`config.mk`:
```
export PLATFORM = sky130hd
export DESIGN_NAME = seq_gen
export DESIGN_NICKNAME = d
export VERILOG_FILES = /design/src/rtl/seq_gen_pkg.sv /design/src/rtl/seq_gen_shift_reg.sv /design/src/rtl/seq_gen.sv
export SDC_FILE = /design/constraint.sdc
export NUM_CORES = 1
export LEC_CHECK = 0
export ABC_CLOCK_PERIOD_IN_PS = 4510
export BUFFER_PORTS_ARGS = -buffer_cell sky130_fd_sc_hd__buf_2
export CAP_MARGIN = 20
export CORE_UTILIZATION = 60
export DETAILED_ROUTE_END_ITERATION = 6
export GPL_ROUTABILITY_DRIVEN = 0
export HOLD_SLACK_MARGIN = 0.08
export PLACE_DENSITY = 0.88
export SLEW_MARGIN = 5
export SYNTH_ARGS = -nofsm -noshare
export SYNTH_HDL_FRONTEND = slang
export SYNTH_SLANG_ARGS = --single-unit
```
`constraint.sdc`:
```
create_clock -name Clk -period 4.51 [get_ports Clk]
set_input_delay 0.2255 -clock Clk [delete_from_list [all_inputs] [get_ports Clk]]
set_output_delay 0.2255 -clock Clk [all_outputs]
set_load 0.05 [all_outputs]
```
`src/rtl/seq_gen_pkg.sv`:
```
// Shared definitions for the serial pattern transmitter (seq_gen) and its
// shift-register helper: FSM state encoding, the default pattern and the
// default counter widths.
package seq_pkg;

    typedef enum logic [1:0] {
        IDLE = 2'd0,
        SEND = 2'd1,
        GAP  = 2'd2,
        DONE = 2'd3
    } state_e;

    localparam int          DEF_PATTERN_LEN = 4;
    localparam logic [3:0]  DEF_PATTERN_C   = 4'b1101;
    localparam int          DEF_CNT_W       = 4;
    localparam int          DEF_GAP_W       = 4;

endpackage

```
`src/rtl/seq_gen_shift_reg.sv`:
```
// Loadable shift register for seq_gen. Holds a latched copy of the pattern
// so every repetition can be reloaded without re-reading the input port.
// The MSB of the shift register is the serial output directly; shifting
// fills with IDLE_LEVEL, so once a frame has been fully shifted out the
// output already sits at the idle level. With PAR_EN the frame carries the
// even-parity bit of the pattern behind the LSB.
module seq_shift_reg #(
    parameter int                     PATTERN_LEN = 4,
    parameter bit                     PAR_EN      = 1'b0,
    parameter logic                   IDLE_LEVEL  = 1'b0
) (
    input  logic                      clk_i,
    input  logic                      rst_i,
    input  logic                      latch_i,
    input  logic                      load_i,
    input  logic                      shift_i,
    input  logic [PATTERN_LEN-1:0]    pat_i,
    output logic                      msb_o
);

    localparam int W = PATTERN_LEN + int'(PAR_EN);

    logic [PATTERN_LEN-1:0] pat_q;
    logic [PATTERN_LEN-1:0] src;
    logic [W-1:0]           frame_w;
    logic [W-1:0]           sr_q;
    logic [W-1:0]           sr_d;

    // A load in the same cycle as a latch takes the fresh pattern directly.
    assign src = latch_i ? pat_i : pat_q;

    generate
        if (PAR_EN) begin : g_par
            assign frame_w = {src, ^src};
        end else begin : g_nopar
            assign frame_w = src;
        end
    endgenerate

    // Pattern copy: data only, never reset.
    always_ff @(posedge clk_i) begin
        if (latch_i) pat_q <= pat_i;
    end

    // Next shift-register contents: load a frame, shift MSB-first, or hold.
    always_comb begin
        sr_d = sr_q;
        if (load_i)       sr_d = frame_w;
        else if (shift_i) sr_d = {sr_q[W-2:0], IDLE_LEVEL};
    end

    // Shift register; reset to idle since its MSB is the serial line.
    always_ff @(posedge clk_i) begin
        if (rst_i) sr_q <= {W{IDLE_LEVEL}};
        else       sr_q <= sr_d;
    end

    assign msb_o = sr_q[W-1];

endmodule

```
`src/rtl/seq_gen.sv`:
```
// seq_gen: serial pattern transmitter. Loads a parallel pattern on Start,
// shifts it out MSB-first Repeat times with Gap idle cycles in between,
// then pulses Done. All outputs come straight from registers.
// Optional build macro: SEQ_GEN_PARITY_EN appends an even-parity bit to
// every repetition.
module seq_gen
    import seq_pkg::*;
#(
    parameter int                      PATTERN_LEN = DEF_PATTERN_LEN,
    parameter logic [PATTERN_LEN-1:0]  DEF_PATTERN = DEF_PATTERN_C,
    parameter int                      CNT_W       = DEF_CNT_W,
    parameter int                      GAP_W       = DEF_GAP_W,
    parameter logic                    IDLE_LEVEL  = 1'b0
) (
    input  logic                       Clk,
    input  logic                       Rst,
    input  logic                       Start,
    input  logic                       UseDefault,
    input  logic [PATTERN_LEN-1:0]     Pattern,
    input  logic [CNT_W-1:0]           Repeat,
    input  logic [GAP_W-1:0]           Gap,
    output logic                       X,
    output logic                       Valid,
    output logic                       Busy,
    output logic                       Done
);

`ifdef SEQ_GEN_PARITY_EN
    localparam bit PAR_EN = 1'b1;
`else
    localparam bit PAR_EN = 1'b0;
`endif

    localparam int               IDX_W   = (PATTERN_LEN > 2) ? $clog2(PATTERN_LEN) : 1;
    localparam logic [IDX_W-1:0] IDX_MSB = IDX_W'(PATTERN_LEN - 1);

    state_e             state_q, state_d;
    logic [IDX_W-1:0]   idx_q, idx_d;
    logic [CNT_W-1:0]   rep_q, rep_d;
    logic [GAP_W-1:0]   gap_q, gap_d;
    logic [GAP_W-1:0]   gcnt_q, gcnt_d;
    logic               par_q, par_d;
    logic               valid_q, busy_q, done_q;
    logic               latch, load, shift, last;
    logic [PATTERN_LEN-1:0] pat_sel;

    assign pat_sel = UseDefault ? DEF_PATTERN : Pattern;

    // The last bit of a repetition is bit 0, or the parity bit when enabled.
    assign last = PAR_EN ? par_q : (idx_q == '0);

    // Next-state, counter and shift-register control.
    always_comb begin
        state_d = state_q;
        idx_d   = idx_q;
        rep_d   = rep_q;
        gap_d   = gap_q;
        gcnt_d  = gcnt_q;
        par_d   = par_q;
        latch   = 1'b0;
        load    = 1'b0;
        shift   = 1'b0;
        unique case (state_q)
            IDLE: begin
                if (Start) begin
                    latch = 1'b1;
                    rep_d = Repeat;
                    gap_d = Gap;
                    idx_d = IDX_MSB;
                    par_d = 1'b0;
                    if (Repeat == '0) begin
                        state_d = DONE;
                    end else begin
                        load    = 1'b1;
                        state_d = SEND;
                    end
                end
            end
            SEND: begin
                if (!last) begin
                    shift = 1'b1;
                    if (idx_q != '0) idx_d = idx_q - IDX_W'(1);
                    else             par_d = 1'b1;
                end else begin
                    rep_d = rep_q - CNT_W'(1);
                    idx_d = IDX_MSB;
                    par_d = 1'b0;
                    if (rep_q == CNT_W'(1)) begin
                        shift   = 1'b1;
                        state_d = DONE;
                    end else if (gap_q != '0) begin
                        shift   = 1'b1;
                        gcnt_d  = gap_q;
                        state_d = GAP;
                    end else begin
                        // Back-to-back repetition: reload, no idle cycle.
                        load = 1'b1;
                    end
                end
            end
            GAP: begin
                if (gcnt_q == GAP_W'(1)) begin
                    gcnt_d  = '0;
                    load    = 1'b1;
                    state_d = SEND;
                end else begin
                    gcnt_d = gcnt_q - GAP_W'(1);
                end
            end
            DONE: begin
                state_d = IDLE;
            end
            default: state_d = IDLE;
        endcase
    end

    // State, counters and registered status outputs.
    always_ff @(posedge Clk) begin
        if (Rst) begin
            state_q <= IDLE;
            idx_q   <= '0;
            rep_q   <= '0;
            gap_q   <= '0;
            gcnt_q  <= '0;
            par_q   <= 1'b0;
            valid_q <= 1'b0;
            busy_q  <= 1'b0;
            done_q  <= 1'b0;
        end else begin
            state_q <= state_d;
            idx_q   <= idx_d;
            rep_q   <= rep_d;
            gap_q   <= gap_d;
            gcnt_q  <= gcnt_d;
            par_q   <= par_d;
            valid_q <= (state_d == SEND);
            busy_q  <= (state_d == SEND) || (state_d == GAP);
            done_q  <= (state_d == DONE);
        end
    end

    seq_shift_reg #(
        .PATTERN_LEN (PATTERN_LEN),
        .PAR_EN      (PAR_EN),
        .IDLE_LEVEL  (IDLE_LEVEL)
    ) u_sr (
        .clk_i   (Clk),
        .rst_i   (Rst),
        .latch_i (latch),
        .load_i  (load),
        .shift_i (shift),
        .pat_i   (pat_sel),
        .msb_o   (X)
    );

    assign Valid = valid_q;
    assign Busy  = busy_q;
    assign Done  = done_q;

endmodule

```
Yosys cells after proc, flatten, opt, wreduce, memory -nomap -nowiden
Cells that the tools add are included.
{ "totals": {"in_bits": 16, "out_inout_bits": 4, "wordCells": 75, "ff_bits": 27} }
{ "classes": {"n_mux": 36, "n_reduce_logical": 13, "n_eq_ne": 13, "n_addsub": 3} }
{ "ops": {"columns": ["operator", "n"], "rows": [
  ["4-bit two-way mux", 10],
  ["2-bit two-way mux", 9],
  ["4-bit case mux with 2 select lines", 2],
  ["1-bit two-way mux", 12],
  ["2-bit equality test, second input constant", 4],
  ["4-bit by 1-bit equality test with 1-bit output, second input constant", 2],
  ["2-bit inequality test, second input constant", 4],
  ["2-bit case mux with 4 select lines", 1],
  ["2-bit nonzero test", 4],
  ["4-bit by 1-bit subtractor with 4-bit output, second input constant", 2],
  ["3-bit AND reduction", 2],
  ["2-bit by 1-bit equality test with 1-bit output, second input constant", 2],
  ["2-bit logical NOT", 2],
  ["4-bit logical NOT", 1],
  ["2-bit case mux with 2 select lines", 1],
  ["4-bit AND reduction", 1],
  ["4-bit nonzero test", 1],
  ["3-bit inequality test, second input constant", 1],
  ["1-bit case mux with 3 select lines", 1],
  ["2-bit AND reduction", 1],
  ["2-bit by 1-bit subtractor with 2-bit output, second input constant", 1],
  ["1-bit logical OR", 1]
]} }

Longest topological paths before layout
{ "logic_depth": {"word_depth": 7, "mapped_depth": 9, "mapped_depth_nobuf": 8} }

By module
Synthesis repeated with hierarchy kept, for this count alone.
{ "unflattened": {"cells_unflattened": 151, "area_unflattened_um2": 1366.3} }
{ "by_module_without_submodules": {"columns": ["module", "instances", "area_per_inst_um2", "seq_area_each_um2", "cells_each"], "rows": [
  ["seq_gen", 1, 1072.3, 380.4, 129],
  ["seq_shift_reg", 1, 294.0, 160.2, 22]
]} }

Worst setup path after synthesis
Ideal clock, no wire load.
{ "synth_path": {"path_type": "reg-to-reg", "startpoint": "register rep_q[1]", "endpoint": "register busy_q (netlist: Busy)", "stages_incl_launch_ff": 9, "setup_ps": 126, "t_arrival_ps": 1641, "path_slack_ps": 2742, "required_time_ps": 4384, "period_less_slack_ps": 1768, "n_path_buf": 1, "path_cell_list": "dfxtp_1 inv_1 ha_1 or3b_1 buf_2 nand3_1 a221o_1 ha_1 nor2_1"} }
{ "synth_via": {"elab_chain_len": 6, "elab_cells_between_ends": 7, "cone_classes": "3 x eq/ne; 3 x mux; 1 x reduce/logical"} }
{ "synth_lines": {"columns": ["element", "line_no", "text"], "rows": [
  ["start: declaration", "seq_gen.sv:39", "logic [CNT_W-1:0] rep_q, rep_d;"],
  ["start signal: assignment", "seq_gen.sv:132", "rep_q <= rep_d;"],
  ["4-bit by 1-bit equality test with 1-bit output (*)", "seq_gen.sv:88", "if (rep_q == CNT_W'(1)) begin"],
  ["2-bit two-way mux (*)", "seq_gen.sv:88", null],
  ["2-bit two-way mux (*)", "seq_gen.sv:80", "if (!last) begin"],
  ["2-bit case mux with 4 select lines (*)", "seq_gen.sv:63", "unique case (state_q)"],
  ["2-bit by 1-bit equality test with 1-bit output / 2-bit equality test (equally long branches)", "seq_gen.sv:137", "busy_q <= (state_d == SEND) || (state_d == GAP);"],
  ["1-bit logical OR (*)", "seq_gen.sv:137", null],
  ["end signal: assignment", "seq_gen.sv:137", null],
  ["end: declaration", "seq_gen.sv:43", "logic valid_q, busy_q, done_q;"]
]} }
Mark *: on every way between the ends. The rest lies on a longest branch, timed or not.
A chain may end at the register's enable or synchronous reset.

Final worst setup path
{ "layout_path": {"startpoint": "register state_q[0]", "endpoint": "register u_sr.sr_q[3]"} }
{ "layout_via": {"elab_chain_len": 4, "elab_cells_between_ends": 9, "cone_classes": "2 x eq/ne; 5 x mux; 2 x reduce/logical"} }
{ "layout_lines": {"columns": ["element", "line_no", "text"], "rows": [
  ["start: declaration", "seq_gen.sv:37", "state_e state_q, state_d;"],
  ["start signal: assignment", "seq_gen.sv:130", "state_q <= state_d;"],
  ["2-bit logical NOT", "seq_gen.sv:63", null],
  ["1-bit two-way mux", "seq_gen.sv:63", null],
  ["4-bit two-way mux", null, null],
  ["4-bit two-way mux", "seq_gen_shift_reg.sv:48", "if (load_i) sr_d = frame_w;"],
  ["end signal: assignment", "seq_gen_shift_reg.sv:54", "if (rst_i) sr_q <= {W{IDLE_LEVEL}};"],
  ["end signal: assignment", "seq_gen_shift_reg.sv:55", "else sr_q <= sr_d;"],
  ["end: declaration", "seq_gen_shift_reg.sv:26", "logic [W-1:0] sr_q;"]
]} }
Parallel ways exist; a longest one is shown, timed or not.

==> summary.md <==
| Metric | Value |
|---|---|
| Int Pwr | a little under 0.0004 W |
| Minimum clock period after layout | 2.13 ns |
| Switching power total | 0.000223 W |
| Number of CTS-inserted buffers | 3 |
| Number of nets in the layout | 200 |
| Setup Viol. Count Final | 0 |
| Cells after DPL | 200 |
| Clk Tree Root Cell | clkbuf_4 |
| Total Power | 0.000617 W |
| Via-per-instance ratio | 5.93 |
| Largest net degree at the start of global routing | 24 |
| Number of cells on the worst hold path | 3 |
| Total track usage | 25.4% |
| Transition time at the pin with the least slew margin | 0.731 ns |
| Category of the worst setup path launch point | flip-flop |
| Number of detailed-route iterations in the first pass | 4 |
| Critical path class | reg -> reg |
| Initial antenna violation count | 0 |
| Total via count in the routed design | 1209 |
| Biggest fanout along the worst timing path | 12 |
| Result of the run | complete, no violations |
| Clock tree from TritonCTS | done |
| DRT iter0 DRCs | 26 |
| Remaining antenna violation count after routing | 0 |
| Wire length of the first global-routing pass | 4.93 mm |
| Antenna diode instance count | 0 |
| Standard cell with the maximum stage delay on the critical path | nor2b_1 |
| Synthesized cell area | 0.00146 sq mm |
| Sequential Power Share | between 40% and 50% |
| Later-pin clock latency in the skew report | 0.32 ns |
| CTS hold repair buffers | 0 |
| Global-route congestion overflow total | 0 |
| Total number of clock tree sinks | 27 |
| Post-detailed-route DRC marker count | 0 |
| Number of distinct library cells after synthesis | 44 |
| Max_cap viols | 0 |
| Count of input and output buffers | 19 |
| Placed wire-length estimate | 2.19 mm |
| Setup Skew | 0.00445 ns |
| Chain of cells forming the critical path | nor2b_1 -> nand4_1 -> and2_4 -> a311oi_1 |
| IR Drop Worst-Case VDD | between 0.0002 and 0.0003 V |
| Kind of cell adding the most delay to the critical path | simple AND/OR/NAND/NOR gates |
| Post-CTS setup buffer count | 0 |
| Die Wd | 51.3 um |
| Min setup slack post-route | 2.38 ns |
| Final cell count without fillers | 204 |
| Total of warnings raised by yosys | 0 |
| Clock transition time at the flip-flop clock pins of the worst setup and hold paths | 0.14 ns |
| Post-Syn Nets | about 190 |
| Portion of the post-synthesis area used by sequential elements | 37.0% |
| Leakage | 0.639 nW |
| Average routed wire per standard cell | 14.5 um |
| Register bit count reported by yosys | 27 |
| CP max stage delay | 0.65 ns |
| Final-report hold violation count | 0 |
| I/O pin count | 20 |
| Critical path buffer and inverter count | 0 |
| Final count of pins violating max slew | 0 |
| Proportion of power drawn by the clock network | 16.8% |
| Layout fillers | ~180 |
| Post-synthesis area per instance | 9.01 sq um |
| Buffer levels on the longest clock path | 2 |
| Vias in the first global route | 1163 |
| Critical path data arrival time | 2.37 ns |
| Setup TNS Final | 0 ns |
| Endpoint class of the critical path | flip-flop |
| Class of the most critical hold timing path | in -> reg |
| Worst endpoint required time | roughly 4.8 ns |
| Drt total wl | 2.96 mm |
| Standard-cell rows | 17 |
| Number of cells upsized or downsized after cts | 0 |
| Worst-case setup slack after placement | 2.44 ns |
| Unrepaired setup endpoints after global routing | false |
| Tightest slew margin relative to the limit | between 50% and 60% |
| Area added between synthesis and finish | 6.69% |
| Placeable Area | 0.00225 sq mm |
| Peak clock frequency supported by timing | 471 MHz |
| Final worst-path cycle share | around 47% |
| Initial Util | 64.7% |
| Path length in cells of the critical path | 4 |
| Syn Inst Count | 162 |
| Sw Ratio | 36.1% |
| Chip height | a little over 50 um |
| Combinational group share of total power | 34.3% |
| Floorplan die area | 0.00263 sq mm |
| Cell count of the worst reg-to-reg path | 4 |
| H-tree depth | 1 |
| Fraction of final layout cells sized beyond drive strength 1 | 19.3% |
| Pwr Density | around 400 mW/mm^2 |
## cell families after synthesis
group	after synthesis	share of synthesized area, %
fa+ha+maj	7	6.00
simple gates	59	22.8
xor+xnor	1	0.600
compound gates	44	23.4
flops	27	37.0
buf+inv	19	6.60
mux	5	3.52
## state kept, by name, indices dropped and copies added, names as in the netlist
signal	count
rep_q	4
Valid	1
u_sr.sr_q	4
Busy	1
Done	1
u_sr.pat_q	4
idx_q	2
gcnt_q	4
gap_q	4
state_q	2
## worst min-delay path, cell delays in order
cell and delay, ns:
buf_2 0.09, nand2_1 0.04, a21oi_1 0.05
## cell usage after synthesis (all sizes together)
| cell type | count | area share (%) |
|---|---|---|
| a21o | 2 | 1.0 |
| a21bo | 1 | 0.69 |
| or3b | 2 | 1.4 |
| nand2b | 3 | 1.3 |
| clkbuf | 3 | 0.77 |
| a211oi | 5 | 2.9 |
| nor3 | 4 | 1.4 |
| inv | 10 | 2.6 |
| o211ai | 1 | 0.51 |
| a211o | 1 | 0.60 |
| mux2 | 1 | 0.77 |
| nand3 | 2 | 0.69 |
| and3 | 1 | 0.43 |
| a31oi | 1 | 1.5 |
| a311oi | 1 | 0.60 |
| a22o | 1 | 0.60 |
| o21ai | 6 | 2.1 |
| nor3b | 4 | 2.4 |
| a2bb2oi | 1 | 1.0 |
| nand4 | 1 | 0.43 |
| nor4 | 2 | 1.9 |
| a41oi | 2 | 2.5 |
| mux2i | 4 | 2.7 |
| a221oi | 6 | 3.6 |
| nand3b | 1 | 0.51 |
| dfxtp | 27 | 37 |
| a21oi | 15 | 5.1 |
| and2 | 1 | 0.60 |
| nor2 | 13 | 3.3 |
| a221o | 1 | 0.69 |
| or4 | 1 | 0.77 |
| xor2 | 1 | 0.60 |
| buf | 6 | 3.3 |
| nor2b | 8 | 3.4 |
| ha | 7 | 6.0 |
| nand2 | 16 | 4.3 |
## metal layers
| layer | wire length [um] | track usage, % | share of wire, % | vias up |
|---|---|---|---|---|
| li1 | - | - | - | 603 |
| met1 | 1300 | 30.2 | 44 | 561 |
| met2 | 1460 | 45.2 | 49 | 38 |
| met3 | 144 | 3.27 | 4.9 | 7 |
| met4 | 62 | 10.8 | 2.1 | 0 |
| met5 | 0 | 0 | 0 | - |
## area by class of cell
class                      count  area (sq um)  share of cell area [%]
multi-input combinational    116           822                    52.8
inverter                      10          37.5                    2.41
clock buffer                   4          26.3                    1.69
sequential                    27           541                    34.7
tap                           28          35.0                    2.25
timing repair buffer          19          95.1                    6.11
## cell usage in the layout (no fill, tap or decap), drive strengths merged, types with 2 or more instances in the layout
| master | count |
|---|---|
| a211oi | 5 |
| a41oi | 2 |
| buf | 19 |
| nor2b | 8 |
| nor3 | 4 |
| a21oi | 15 |
| nand2 | 16 |
| a221oi | 6 |
| nor4 | 2 |
| dfxtp | 27 |
| a21o | 2 |
| clkbuf | 4 |
| ha | 7 |
| or3b | 2 |
| mux2i | 4 |
| o21ai | 6 |
| inv | 10 |
| nor2 | 13 |
| nand3 | 2 |
| nand2b | 3 |
| nor3b | 4 |
## power by group through the flow
| stage | combinational (W) | clock [W] | sequential (W) |
|---|---|---|---|
| floorplan | 0.000161 | 0 | 0.000317 |
| global placement | 0.000203 | 0 | 0.000303 |
| finish | 0.000212 | 0.000104 | 0.000301 |
| global route | 0.000235 | 0.000115 | 0.000306 |
| CTS | 0.000211 | 0.000104 | 0.000301 |
| detailed placement | 0.000211 | 0 | 0.000306 |
## stage by stage
stage          utilization [%]  hold slack [ns]  instance area, sq um
2_1_floorplan                -            0.297                  1460
3_3_place_gp              67.9            0.444                  1530
3_5_place_dp              67.9            0.445                  1530
4_1_cts                   69.0            0.122                  1560
5_1_grt                   69.0            0.120                  1560
6_report                  69.0            0.118                  1560
## worst paths after layout
path                                            start                        end  slack (ns)
worst min-delay path                           Gap[2]      gap_q[2]$_SDFFE_PP0P_        0.12
worst max-delay path            state_q[0]$_SDFF_PP0_  u_sr.sr_q[3]$_SDFFE_PP0P_        2.38
worst max register to register  state_q[0]$_SDFF_PP0_  u_sr.sr_q[3]$_SDFFE_PP0P_        2.38
worst min register to register  u_sr.pat_q[0]$_DFF_P_      u_sr.pat_q[0]$_DFF_P_        0.47
Note: power is estimated with default switching activity, not from simulation.
